--- src/rtl/mem_bridge_pkg.sv ---
// Shared types and constants for the memory-stage req/ack bridge.
package mem_bridge_pkg;

    localparam int unsigned DATA_W = 32;
    localparam int unsigned LANE_W = 8;
    localparam int unsigned LANES  = DATA_W / LANE_W;

    typedef enum logic [1:0] {
        IDLE = 2'd0,
        RD   = 2'd1,
        WR   = 2'd2,
        DONE = 2'd3
    } state_e;

    // Operand fields latched at acceptance that the later phases still need.
    typedef struct packed {
        logic              we;
        logic              byte_op;
        logic [1:0]        lane;
        logic [LANE_W-1:0] sb_data;
    } op_t;

endpackage

--- src/rtl/mem_bridge_byte_lane.sv ---
// Byte-lane helper: merges a store byte into a word and extracts/sign-extends a load byte.
module mem_bridge_byte_lane
    import mem_bridge_pkg::*;
(
    input  logic [1:0]        lane_sel,
    input  logic [DATA_W-1:0] word_in,
    input  logic [LANE_W-1:0] byte_in,
    output logic [DATA_W-1:0] merged_c,
    output logic [DATA_W-1:0] lb_ext_c
);

    logic [LANE_W-1:0] lane_byte;

    // Little-endian lanes: lane k occupies bits [8k+7:8k].
    always_comb begin
        merged_c  = word_in;
        lane_byte = '0;
        for (int unsigned k = 0; k < LANES; k++) begin
            if (lane_sel == 2'(k)) begin
                merged_c[k*LANE_W +: LANE_W] = byte_in;
                lane_byte                    = word_in[k*LANE_W +: LANE_W];
            end
        end
        lb_ext_c = {{(DATA_W-LANE_W){lane_byte[LANE_W-1]}}, lane_byte};
    end

endmodule

--- src/rtl/mem_bridge.sv ---
// Memory-stage bridge: turns a single-cycle CPU data access into a req/ack
// transaction on a word-wide memory, with read-modify-write for byte stores.
module mem_bridge
    import mem_bridge_pkg::*;
#(
    parameter int unsigned ADDR_W = 12
) (
    input  logic              clk,
    input  logic              rst,
    input  logic              cpu_req,
    input  logic              cpu_we,
    input  logic              cpu_byte,
    input  logic [ADDR_W-1:0] cpu_addr,
    input  logic [DATA_W-1:0] cpu_wdata,
    output logic [DATA_W-1:0] cpu_rdata,
    output logic              cpu_done,
    output logic              cpu_busy,
    output logic              mem_req,
    output logic              mem_we,
    output logic [ADDR_W-1:0] mem_addr,
    output logic [DATA_W-1:0] mem_wdata,
    input  logic [DATA_W-1:0] mem_rdata,
    input  logic              mem_ack
);

    state_e            state_q, state_d;
    op_t               op_q, op_d;
    logic              mem_req_q, mem_req_d;
    logic              mem_we_q, mem_we_d;
    logic [ADDR_W-1:0] mem_addr_q, mem_addr_d;
    logic [DATA_W-1:0] mem_wdata_q, mem_wdata_d;
    logic [DATA_W-1:0] cpu_rdata_q, cpu_rdata_d;
    logic              cpu_done_q, cpu_done_d;
    logic              cpu_busy_q, cpu_busy_d;
    logic [DATA_W-1:0] merged_c, lb_ext_c;

    mem_bridge_byte_lane u_byte_lane (
        .lane_sel (op_q.lane),
        .word_in  (mem_rdata),
        .byte_in  (op_q.sb_data),
        .merged_c (merged_c),
        .lb_ext_c (lb_ext_c)
    );

    // Next-state and registered-output logic; mem_ack only matters in RD/WR,
    // which are exactly the states where mem_req is high.
    always_comb begin
        state_d     = state_q;
        op_d        = op_q;
        mem_req_d   = mem_req_q;
        mem_we_d    = mem_we_q;
        mem_addr_d  = mem_addr_q;
        mem_wdata_d = mem_wdata_q;
        cpu_rdata_d = cpu_rdata_q;

        unique case (state_q)
            IDLE: begin
                if (cpu_req) begin
                    op_d.we      = cpu_we;
                    op_d.byte_op = cpu_byte;
                    op_d.lane    = cpu_addr[1:0];
                    op_d.sb_data = cpu_wdata[LANE_W-1:0];
                    mem_addr_d   = {cpu_addr[ADDR_W-1:2], 2'b00};
                    mem_req_d    = 1'b1;
                    if (cpu_we && !cpu_byte) begin
                        state_d     = WR;
                        mem_we_d    = 1'b1;
                        mem_wdata_d = cpu_wdata;
                    end else begin
                        state_d  = RD;
                        mem_we_d = 1'b0;
                    end
                end
            end
            RD: begin
                if (mem_ack) begin
                    if (op_q.we) begin
                        state_d     = WR;
                        mem_we_d    = 1'b1;
                        mem_wdata_d = merged_c;
                    end else begin
                        state_d     = DONE;
                        mem_req_d   = 1'b0;
                        cpu_rdata_d = op_q.byte_op ? lb_ext_c : mem_rdata;
                    end
                end
            end
            WR: begin
                if (mem_ack) begin
                    state_d   = DONE;
                    mem_req_d = 1'b0;
                    mem_we_d  = 1'b0;
                end
            end
            DONE: begin
                state_d = IDLE;
            end
            default: begin
                state_d = IDLE;
            end
        endcase

        cpu_done_d = (state_d == DONE);
        cpu_busy_d = (state_d != IDLE);
    end

    always_ff @(posedge clk) begin
        if (!rst) begin
            state_q     <= IDLE;
            op_q        <= '0;
            mem_req_q   <= 1'b0;
            mem_we_q    <= 1'b0;
            mem_addr_q  <= '0;
            mem_wdata_q <= '0;
            cpu_rdata_q <= '0;
            cpu_done_q  <= 1'b0;
            cpu_busy_q  <= 1'b0;
        end else begin
            state_q     <= state_d;
            op_q        <= op_d;
            mem_req_q   <= mem_req_d;
            mem_we_q    <= mem_we_d;
            mem_addr_q  <= mem_addr_d;
            mem_wdata_q <= mem_wdata_d;
            cpu_rdata_q <= cpu_rdata_d;
            cpu_done_q  <= cpu_done_d;
            cpu_busy_q  <= cpu_busy_d;
        end
    end

    assign cpu_rdata = cpu_rdata_q;
    assign cpu_done  = cpu_done_q;
    assign cpu_busy  = cpu_busy_q;
    assign mem_req   = mem_req_q;
    assign mem_we    = mem_we_q;
    assign mem_addr  = mem_addr_q;
    assign mem_wdata = mem_wdata_q;

endmodule

--- config.mk ---
export PLATFORM = sky130hd
export DESIGN_NAME = mem_bridge
export DESIGN_NICKNAME = d
export VERILOG_FILES = /design/src/rtl/mem_bridge_pkg.sv /design/src/rtl/mem_bridge_byte_lane.sv /design/src/rtl/mem_bridge.sv
export SDC_FILE = /design/constraint.sdc
export NUM_CORES = 1
export LEC_CHECK = 0
export BUFFER_PORTS_ARGS = -buffer_cell sky130_fd_sc_hd__buf_4
export CORE_UTILIZATION = 46
export DETAILED_ROUTE_END_ITERATION = 7
export PLACE_DENSITY_LB_ADDON = 0.05
export SLEW_MARGIN = 5
export SYNTH_ARGS = -nofsm -noshare
export SYNTH_HDL_FRONTEND = slang
export SYNTH_SLANG_ARGS = --single-unit
--- constraint.sdc ---
create_clock -name clk -period 1.9 [get_ports clk]
set_clock_uncertainty 0.05 [all_clocks]
set_input_delay 0.38 -clock clk [delete_from_list [all_inputs] [get_ports clk]]
set_output_delay 0.38 -clock clk [all_outputs]
set_load 0.02 [all_outputs]
==> impl_metrics.yaml, run 1 <==
final_layout:
  final_common_cell: "buf_4"
  utilization_pct: 62.8
  finalNetCount: 812
  area_delta_synth_final_pct: 31.0
  nFillCells: 962
  final_cell_mix: "buf_4, nand2_1, dfxtp_1, o21ai_0, and3b_1"
  drive_above_1_share_pct: 31.3
  num_antenna_cells: 0
  regArea_mm2: 0.00184
  multi_input_area_mm2: 0.00277
worst_hold_path:
  min-delay-start: "cpu_addr[7]"
  min_path_type: "input pin to register"
power_and_ir_drop:
  p_switching_uw: 2610
  p_leak_uw: 0.00281
  seqPwrFrac_pct: 35.7
  p_total_uw: 6970
  combPwrFrac_pct: 42.8
  swShare_pct: 37.5
  p_int_uw: 4350
  power.density_mw_per_mm2: 1070
  clock_power_share_pct: 21.5
  ir_drop_uv: 586
logic_synthesis:
  async_flop_share_pct: 0
  synth_enable_flop_cells: 0
  ys.flop_type: "dfxtp_1"
  ys_seq_area_share_pct: 36.9
  netlist_area_mm2: 0.00499
  yosysUniqueCellTypes: 43
  syn_avg_cell_area_um2: 8.42
  synth-seq-cells: 92
  syn_inst: 593
  synth_warnings: 0
  netlist.top_cell.by_area: "dfxtp_1"
  synth_top_cell_area_share_pct: 36.9
  ys_top_cells_by_area: "dfxtp_1, nand2_1, o21ai_0"
global_routing:
  grt_max_degree: 65
  grt-ovfl-total: 0
  grt_pass1_vias: 4589
  grt_pass1_wl_um: 24400
  grtUsageTotal_pct: 27.9
  antenna_found_initial: 0
clock_tree:
  max-clock-path-buffers: 2
  cts_buffers: 9
  clkSinkCount: 92
  clkLatencyLatePin_ps: 360
  h-tree-depth: 3
  post-cts-setup-buffers: 0
  root_buffer: "clkbuf_8"
  clk_pin_slew_ps: 90
  tritoncts: "built"
timing:
  clock.fmax_mhz: 558
  timing.final.crit_share_pct: 94.2
  maxSlewHeadroom_pct: 52.7
  fin_tns_setup_ps: 0
  rsz0062_at_grt: "true"
  setup-violations-final: 0
  hold_ws_ps: 207
  slew_violations: 0
  hold_violations: 0
  worst_slew_pin_slew_ps: 709
  min_period_ps: 1790
worst_setup_path:
  cp-start-kind: "register"
  crit_type: "register to register"
  critical_path_arrival_ps: 1970
  reg2reg_from: "state_q[0]$_SDFF_PN0_"
  required_ps: 2080
  setup.worst_path.start: "state_q[0]$_SDFF_PN0_"
  crit_path_end_kind: "register"
  critPathMaxFanout: 48
placed_design:
  port_buffers: 159
  finalWeightedCongestion: 0.824
  hpwl_um: 11400
floorplanning:
  dieArea_mm2: 0.0113
  die_y_um: 106
  io_pins: 162
  rows: 37
  core_mm2: 0.0104
  start_util_pct: 47.9
  die_w_um: 106
run:
  maxCapViolCount: 0
drt:
  drc: 0
  wl_per_cell_um: 18.1
  drt_pass1_iterations: 5
  wirelength_um: 15700
  ant_nets: 0
  vias_per_cell: 5.68
  via_count: 4917
  drt_iter0_markers: 410
run_status:
  outcome: "complete, no violations"
[what timing repair did]
item	in CTS	in global routing
resized for setup	0	3
hold buffers	0	0
setup endpoints to repair	0	15
[logic make-up after synthesis]
logic type,after synthesis,share of synthesized area (%)
AOI/OAI and AO/OA,195,26.4
adders and majority gates,6,1.50
buffers and inverters,79,7.97
DFF,92,36.9
muxes,34,7.29
other,1,0.0751
and+or+nand+nor,186,19.9
[per-stage QoR]
| step | instances | area, µm² | worst slack, ps |
|---|---|---|---|
| after floorplan | 594 | 5000 | 162 |
| after detailed placement | 849 | 6300 | 109 |
| after global placement | 849 | 6300 | 166 |
| after global routing | 865 | 6540 | -6.79 |
| final | 865 | 6540 | 109 |
| after CTS | 865 | 6530 | 90.4 |
[registers in the layout, indices dropped and copies added, names as in the netlist]
name / count
cpu_rdata: 32
state_q: 2
cpu_busy: 1
mem_wdata: 32
mem_we: 1
cpu_done: 1
mem_req: 1
mem_addr: 10
op_q: 12
[cell usage after synthesis (2+ instances only)]
cell type,count
nand2_1,105
dfxtp_1,92
o21ai_0,74
and3b_1,33
clkbuf_1,31
a21oi_1,30
o32ai_1,27
a31oi_1,26
nand2b_1,23
mux2i_1,18
mux2_2,15
inv_1,14
buf_2,12
a211oi_1,9
and3_1,8
o311a_1,8
a222oi_1,7
buf_4,7
buf_6,7
clkbuf_2,6
ha_1,6
o32ai_2,5
nor2b_1,4
and2_1,3
or2b_1,3
a2111oi_1,2
nor2_1,2
[routing by layer]
layer / up-vias / global-route usage [%] / share of wire [%]
met2: 179 / 45.5 / 48
li1: 2406 / - / -
met5: - / 0 / 0
met1: 2307 / 36.7 / 44
met4: 0 / 10.0 / 2.3
met3: 25 / 5.33 / 6.2
[power groups by stage]
stage,registers (µW),clock network (µW),logic [µW]
2_1_floorplan,2820,0,1600
4_1_cts,2480,1520,2960
3_3_place_gp,2510,0,2920
5_1_grt,2520,1610,3210
6_report,2480,1500,2980
3_5_place_dp,2520,0,2950
[cell type report]
cell class	count	share of cell area (%)
Clock buffer	10	2.10
Inverter	15	0.861
Clock inverter	6	1.34
Timing Repair Buffer	183	22.5
Multi-Input combinational cell	423	42.4
Sequential cell	92	28.2
Tap cell	136	2.60
[worst max-delay path, cell delays in order (launching register included)]
cell and delay, ps:
dfxtp_1 440, ha_2 330, buf_12 230, inv_1 150, a211oi_1 300, o32ai_1 150
[final timing paths]
kind	endpoint	slack, ps	depth (start not counted)
worst max-delay path	mem_wdata[28]$_SDFFE_PN0P_	110	5
worst min-delay path	mem_addr[7]$_SDFFE_PN0P_	210	3
worst max register to register	mem_wdata[28]$_SDFFE_PN0P_	110	5
worst min register to register	mem_addr[3]$_SDFFE_PN0P_	420	2
(Power assumes the default switching activity.)
==> run 2: changes to the inputs <==
--- a/config.mk
+++ b/config.mk
@@ -6,7 +6,7 @@
 export NUM_CORES = 1
 export LEC_CHECK = 0
 export BUFFER_PORTS_ARGS = -buffer_cell sky130_fd_sc_hd__buf_4
-export CORE_UTILIZATION = 46
+export CORE_UTILIZATION = 55
 export DETAILED_ROUTE_END_ITERATION = 7
 export PLACE_DENSITY_LB_ADDON = 0.05
 export SLEW_MARGIN = 5
==> constraint.sdc (replaced) <==
create_clock -name clk -period 2.1 [get_ports clk]
set_clock_uncertainty 0.05 [all_clocks]
set_input_delay 0.42 -clock clk [delete_from_list [all_inputs] [get_ports clk]]
set_output_delay 0.42 -clock clk [all_outputs]
set_load 0.02 [all_outputs]
==> run 2 against run 1 <==
  * Utilization grew 10 points
  * Setup slack improved by 110 ps
  * Critical endpoint is now mem_wdata[10]$_SDFFE_PN0P_
  * Design area down 2.1%
  * Power decreased by 11%
  * Register-to-register slack improved by 110 ps
  * Critical path type unchanged
==> impl_metrics.yaml, run 2 (synthesis results as in run 1) <==
clock_tree:
  tritoncts: "built"
  clk_pin_slew_ps: 90
  h-tree-depth: 3
  root_buffer: "clkbuf_8"
  cts_buffers: 9
  clkLatencyLatePin_ps: 360
  cts_hold_buf: 0
  cts_resized: 0
  clkSinkCount: 92
  post-cts-setup-buffers: 0
  max-clock-path-buffers: 2
final_layout:
  final_area_mm2: 0.00640
  final_common_cell: "buf_4"
  utilization_pct: 73.1
  area_delta_synth_final_pct: 28.3
  drive_above_1_share_pct: 30.3
  finalNetCount: 806
  num_antenna_cells: 0
  fin_cells: 831
  final_cell_mix: "buf_4, nand2_1, dfxtp_1, o21ai_0, and3b_1"
run_status:
  outcome: "complete, no violations"
global_routing:
  grt_pass1_vias: 4549
  grt-ovfl-total: 0
  grt_max_degree: 65
  grtUsageTotal_pct: 30.5
  antenna_found_initial: 0
  grt_pass1_wl_um: 23100
drt:
  wl_per_cell_um: 17.8
  drt_pass1_iterations: 5
  via_count: 4898
  drc: 0
  drt_iter0_markers: 389
  vias_per_cell: 5.89
  wirelength_um: 14800
  ant_nets: 0
timing:
  setup-violations-final: 0
  min_period_ps: 1880
  timing.final.crit_share_pct: 89.6
  hold_violations: 0
  clock.fmax_mhz: 532
  maxSlewHeadroom_pct: 35.4
  rsz0062_at_grt: "false"
  worst_slew_pin_slew_ps: 968
  fin_tns_setup_ps: 0
  slew_violations: 0
worst_setup_path:
  worst-path-buf-inv: 3
  cpMaxStageDelayCell: "dfxtp_1"
  crit_type: "register to register"
  crit_family: "buffers and inverters"
  required_ps: 2320
  cp-start-kind: "register"
  critPathMaxFanout: 35
  crit_path_end_kind: "register"
  critical_path_arrival_ps: 2100
  slowest_delay_ps: 440
  cp_cell_sequence: "inv_1 -> ha_1 -> buf_12 -> and2_1 -> buf_4 -> o32ai_1"
placed_design:
  hpwl_um: 10500
  placed_area_mm2: 0.00618
  finalWeightedCongestion: 0.915
  place_inst: 815
  port_buffers: 159
power_and_ir_drop:
  ir_drop_uv: 670
  power.density_mw_per_mm2: 964
  p_leak_uw: 0.00276
  p_total_uw: 6170
floorplanning:
  io_pins: 162
  die_y_um: 97.3
  rows: 34
  core_mm2: 0.00876
  die_w_um: 97.3
  start_util_pct: 57.0
  dieArea_mm2: 0.00946
run:
  maxCapViolCount: 0
worst_hold_path:
  min_path_type: "input pin to register"
==> run 2: layout make-up <==
| type | count | area (µm²) |
|---|---|---|
| fill | 738 | 2360 |
| inverter | 15 | 56.3 |
| timing repair buffer | 177 | 1390 |
| clock buffer | 12 | 165 |
| multi-input combinational | 423 | 2760 |
| sequential | 92 | 1840 |
| tap | 108 | 135 |
| clock inverter | 4 | 55.1 |
==> run 2: where the power goes <==
group          switching (µW)  internal, µW
combinational            1480          1150
sequential                197          2050
clock                     643           655
total                    2320          3850
==> run 2: tightest hold or removal path: stages <==
cell,delay [ps]
buf_4,110
nand2_1,40
a21oi_1,50
==> run 2: path summary, 6_finish.rpt <==
kind                             from                          to  slack (ps)  cells past startpoint
max reg2reg     state_q[0]$_SDFF_PN0_  mem_wdata[10]$_SDFFE_PN0P_         220                      6
min                       cpu_addr[8]    mem_addr[8]$_SDFFE_PN0P_         250                      3
min reg2reg  mem_addr[2]$_SDFFE_PN0P_    mem_addr[2]$_SDFFE_PN0P_         410                      2
max             state_q[0]$_SDFF_PN0_  mem_wdata[10]$_SDFFE_PN0P_         220                      6
==> run 2: per-stage QoR <==
stage	hold slack, ps	setup WS (ps)
after floorplan	403	362
after global placement	393	340
after detailed placement	398	239
after CTS	234	210
after global routing	236	80.9
final	246	219
==> run 2: routing by layer <==
metal  wire length (µm)  vias up  global-route usage, %
met3                941       41                   4.53
met5                  0        -                      0
met2               7100      191                   50.2
met1               6240     2275                   39.5
met4                528        0                   14.4
li1                   -     2391                      -
==> run 3: changes to the inputs <==
--- a/config.mk
+++ b/config.mk
@@ -8,7 +8,7 @@
 export BUFFER_PORTS_ARGS = -buffer_cell sky130_fd_sc_hd__buf_4
 export CORE_UTILIZATION = 55
 export DETAILED_ROUTE_END_ITERATION = 7
-export PLACE_DENSITY_LB_ADDON = 0.05
+export PLACE_DENSITY_LB_ADDON = 0.2
 export SLEW_MARGIN = 5
 export SYNTH_ARGS = -nofsm -noshare
 export SYNTH_HDL_FRONTEND = slang
==> run 3 against run 2 <==
  * Global-route usage increased by 0.67 points
  * Design area about the same
  * Power about the same
  * Critical endpoint is now mem_we$_SDFFE_PN0P_
  * Count of clock-buffer cells in the layout is 2 lower
  * Highest routed layer unchanged
  * Critical path type unchanged
  * Critical path depth down 1
  * Sequential share of layout area about the same
==> impl_metrics.yaml, run 3 (synthesis results as in run 1) <==
final_layout:
  num_antenna_cells: 0
  drive_above_1_share_pct: 30.3
  finalNetCount: 806
  final_area_mm2: 0.00640
  final_cell_mix: "buf_4, nand2_1, dfxtp_1, o21ai_0, and3b_1"
  nFillCells: 702
  utilization_pct: 73.1
  final_common_cell: "buf_4"
  area_delta_synth_final_pct: 28.3
global_routing:
  grt_max_degree: 66
  grtUsageTotal_pct: 31.2
  grt_pass1_wl_um: 23700
  grt_pass1_vias: 4698
  grt-ovfl-total: 0
  antenna_found_initial: 0
worst_setup_path:
  worst-path-buf-inv: 1
  cp_cell_sequence: "inv_1 -> ha_1 -> o21ba_1 -> a2111oi_1 -> mux2i_1"
  crit_type: "register to register"
  critPathMaxFanout: 6
  cpMaxStageDelayCell: "a2111oi_1"
  cp-start-kind: "register"
  reg2reg_from: "state_q[0]$_SDFF_PN0_"
  critical_path_arrival_ps: 2190
  slowest_delay_ps: 570
  required_ps: 2350
  setup.worst_path.start: "state_q[0]$_SDFF_PN0_"
  crit_path_end_kind: "register"
  crit_family: "compound AO/OA/AOI/OAI gates"
worst_hold_path:
  min-delay-start: "cpu_addr[8]"
  min_path_type: "input pin to register"
power_and_ir_drop:
  p_leak_uw: 0.00276
  ir_drop_uv: 621
  swShare_pct: 38.6
  p_switching_uw: 2380
  p_int_uw: 3790
  power.density_mw_per_mm2: 964
  combPwrFrac_pct: 42.7
  p_total_uw: 6170
  seqPwrFrac_pct: 36.6
  clock_power_share_pct: 20.7
clock_tree:
  tritoncts: "built"
  max-clock-path-buffers: 2
  cts_hold_buf: 0
  cts_resized: 0
  h-tree-depth: 3
  clk_pin_slew_ps: 100
  post-cts-setup-buffers: 0
  cts_buffers: 9
  clkLatencyLatePin_ps: 370
  clkSinkCount: 92
  root_buffer: "clkbuf_8"
floorplanning:
  die_w_um: 97.3
  core_mm2: 0.00876
  dieArea_mm2: 0.00946
  rows: 34
  io_pins: 162
  start_util_pct: 57.0
  die_y_um: 97.3
drt:
  ant_nets: 0
  wirelength_um: 15000
  via_count: 5047
  wl_per_cell_um: 18.1
  drt_pass1_iterations: 8
  drt_iter0_markers: 453
  drc: 0
  vias_per_cell: 6.07
timing:
  clock.fmax_mhz: 513
  setup-violations-final: 0
  slew_violations: 0
  hold_violations: 0
  maxSlewHeadroom_pct: 54.2
  min_period_ps: 1950
  rsz0062_at_grt: "false"
  timing.final.crit_share_pct: 92.8
  worst_slew_pin_slew_ps: 685
  fin_tns_setup_ps: 0
placed_design:
  placed_area_mm2: 0.00620
  port_buffers: 159
  finalWeightedCongestion: 0.964
  hpwl_um: 10700
run:
  maxCapViolCount: 0
run_status:
  outcome: "complete, no violations"
run 3: changes by cell type in the layout (fill, tap and decap cells not counted):
| cell | delta |
|---|---|
| buf_4 | -1 |
| inv_6 | +1 |
| clkinvlp_4 | +1 |
| buf_12 | +1 |
| clkbuf_8 | -2 |
run 3: final timing paths:
kind,end,slack (ps),cells past startpoint
setup / recovery,mem_we$_SDFFE_PN0P_,150,5
hold / removal,mem_addr[8]$_SDFFE_PN0P_,240,3
setup reg to reg,mem_we$_SDFFE_PN0P_,150,5
hold reg to reg,mem_addr[8]$_SDFFE_PN0P_,410,2
run 3: worst min-delay path, stage by stage:
cell	delay (ps)
buf_4	110
nand2_1	40
a21oi_1	50
run 3: area by class of cell:
cell class                      count  area, µm²  area share [%]
Inverter                           15       56.3           0.879
Tap cell                          108        135            2.11
Multi-Input combinational cell    423       2760            43.1
Sequential cell                    92       1840            28.8
Timing Repair Buffer              177       1400            21.9
Clock buffer                       10        138            2.15
Clock inverter                      6       71.3            1.11
run 3: stage by stage:
step                      instances  hold slack, ps  worst slack (ps)
final                           831             238               151
after global routing            831             247              40.2
after CTS                       831             226               206
after detailed placement        815             398               219
after global placement          815             393               362
after floorplan                 594             403               362
run 3: power by group through the flow:
stage	clock, µW	sequential [µW]	combinational [µW]
CTS	1280	2250	2630
floorplan	0	2550	1450
detailed placement	0	2290	2620
global route	1340	2290	2830
finish	1280	2260	2640
global placement	0	2280	2550
run 3: layer usage:
layer	up-vias	part of all wire, %	track usage, %
met5	-	0	0
li1	2392	-	-
met3	53	8.2	5.90
met4	0	4.1	16.7
met1	2342	40	39.3
met2	260	48	50.6
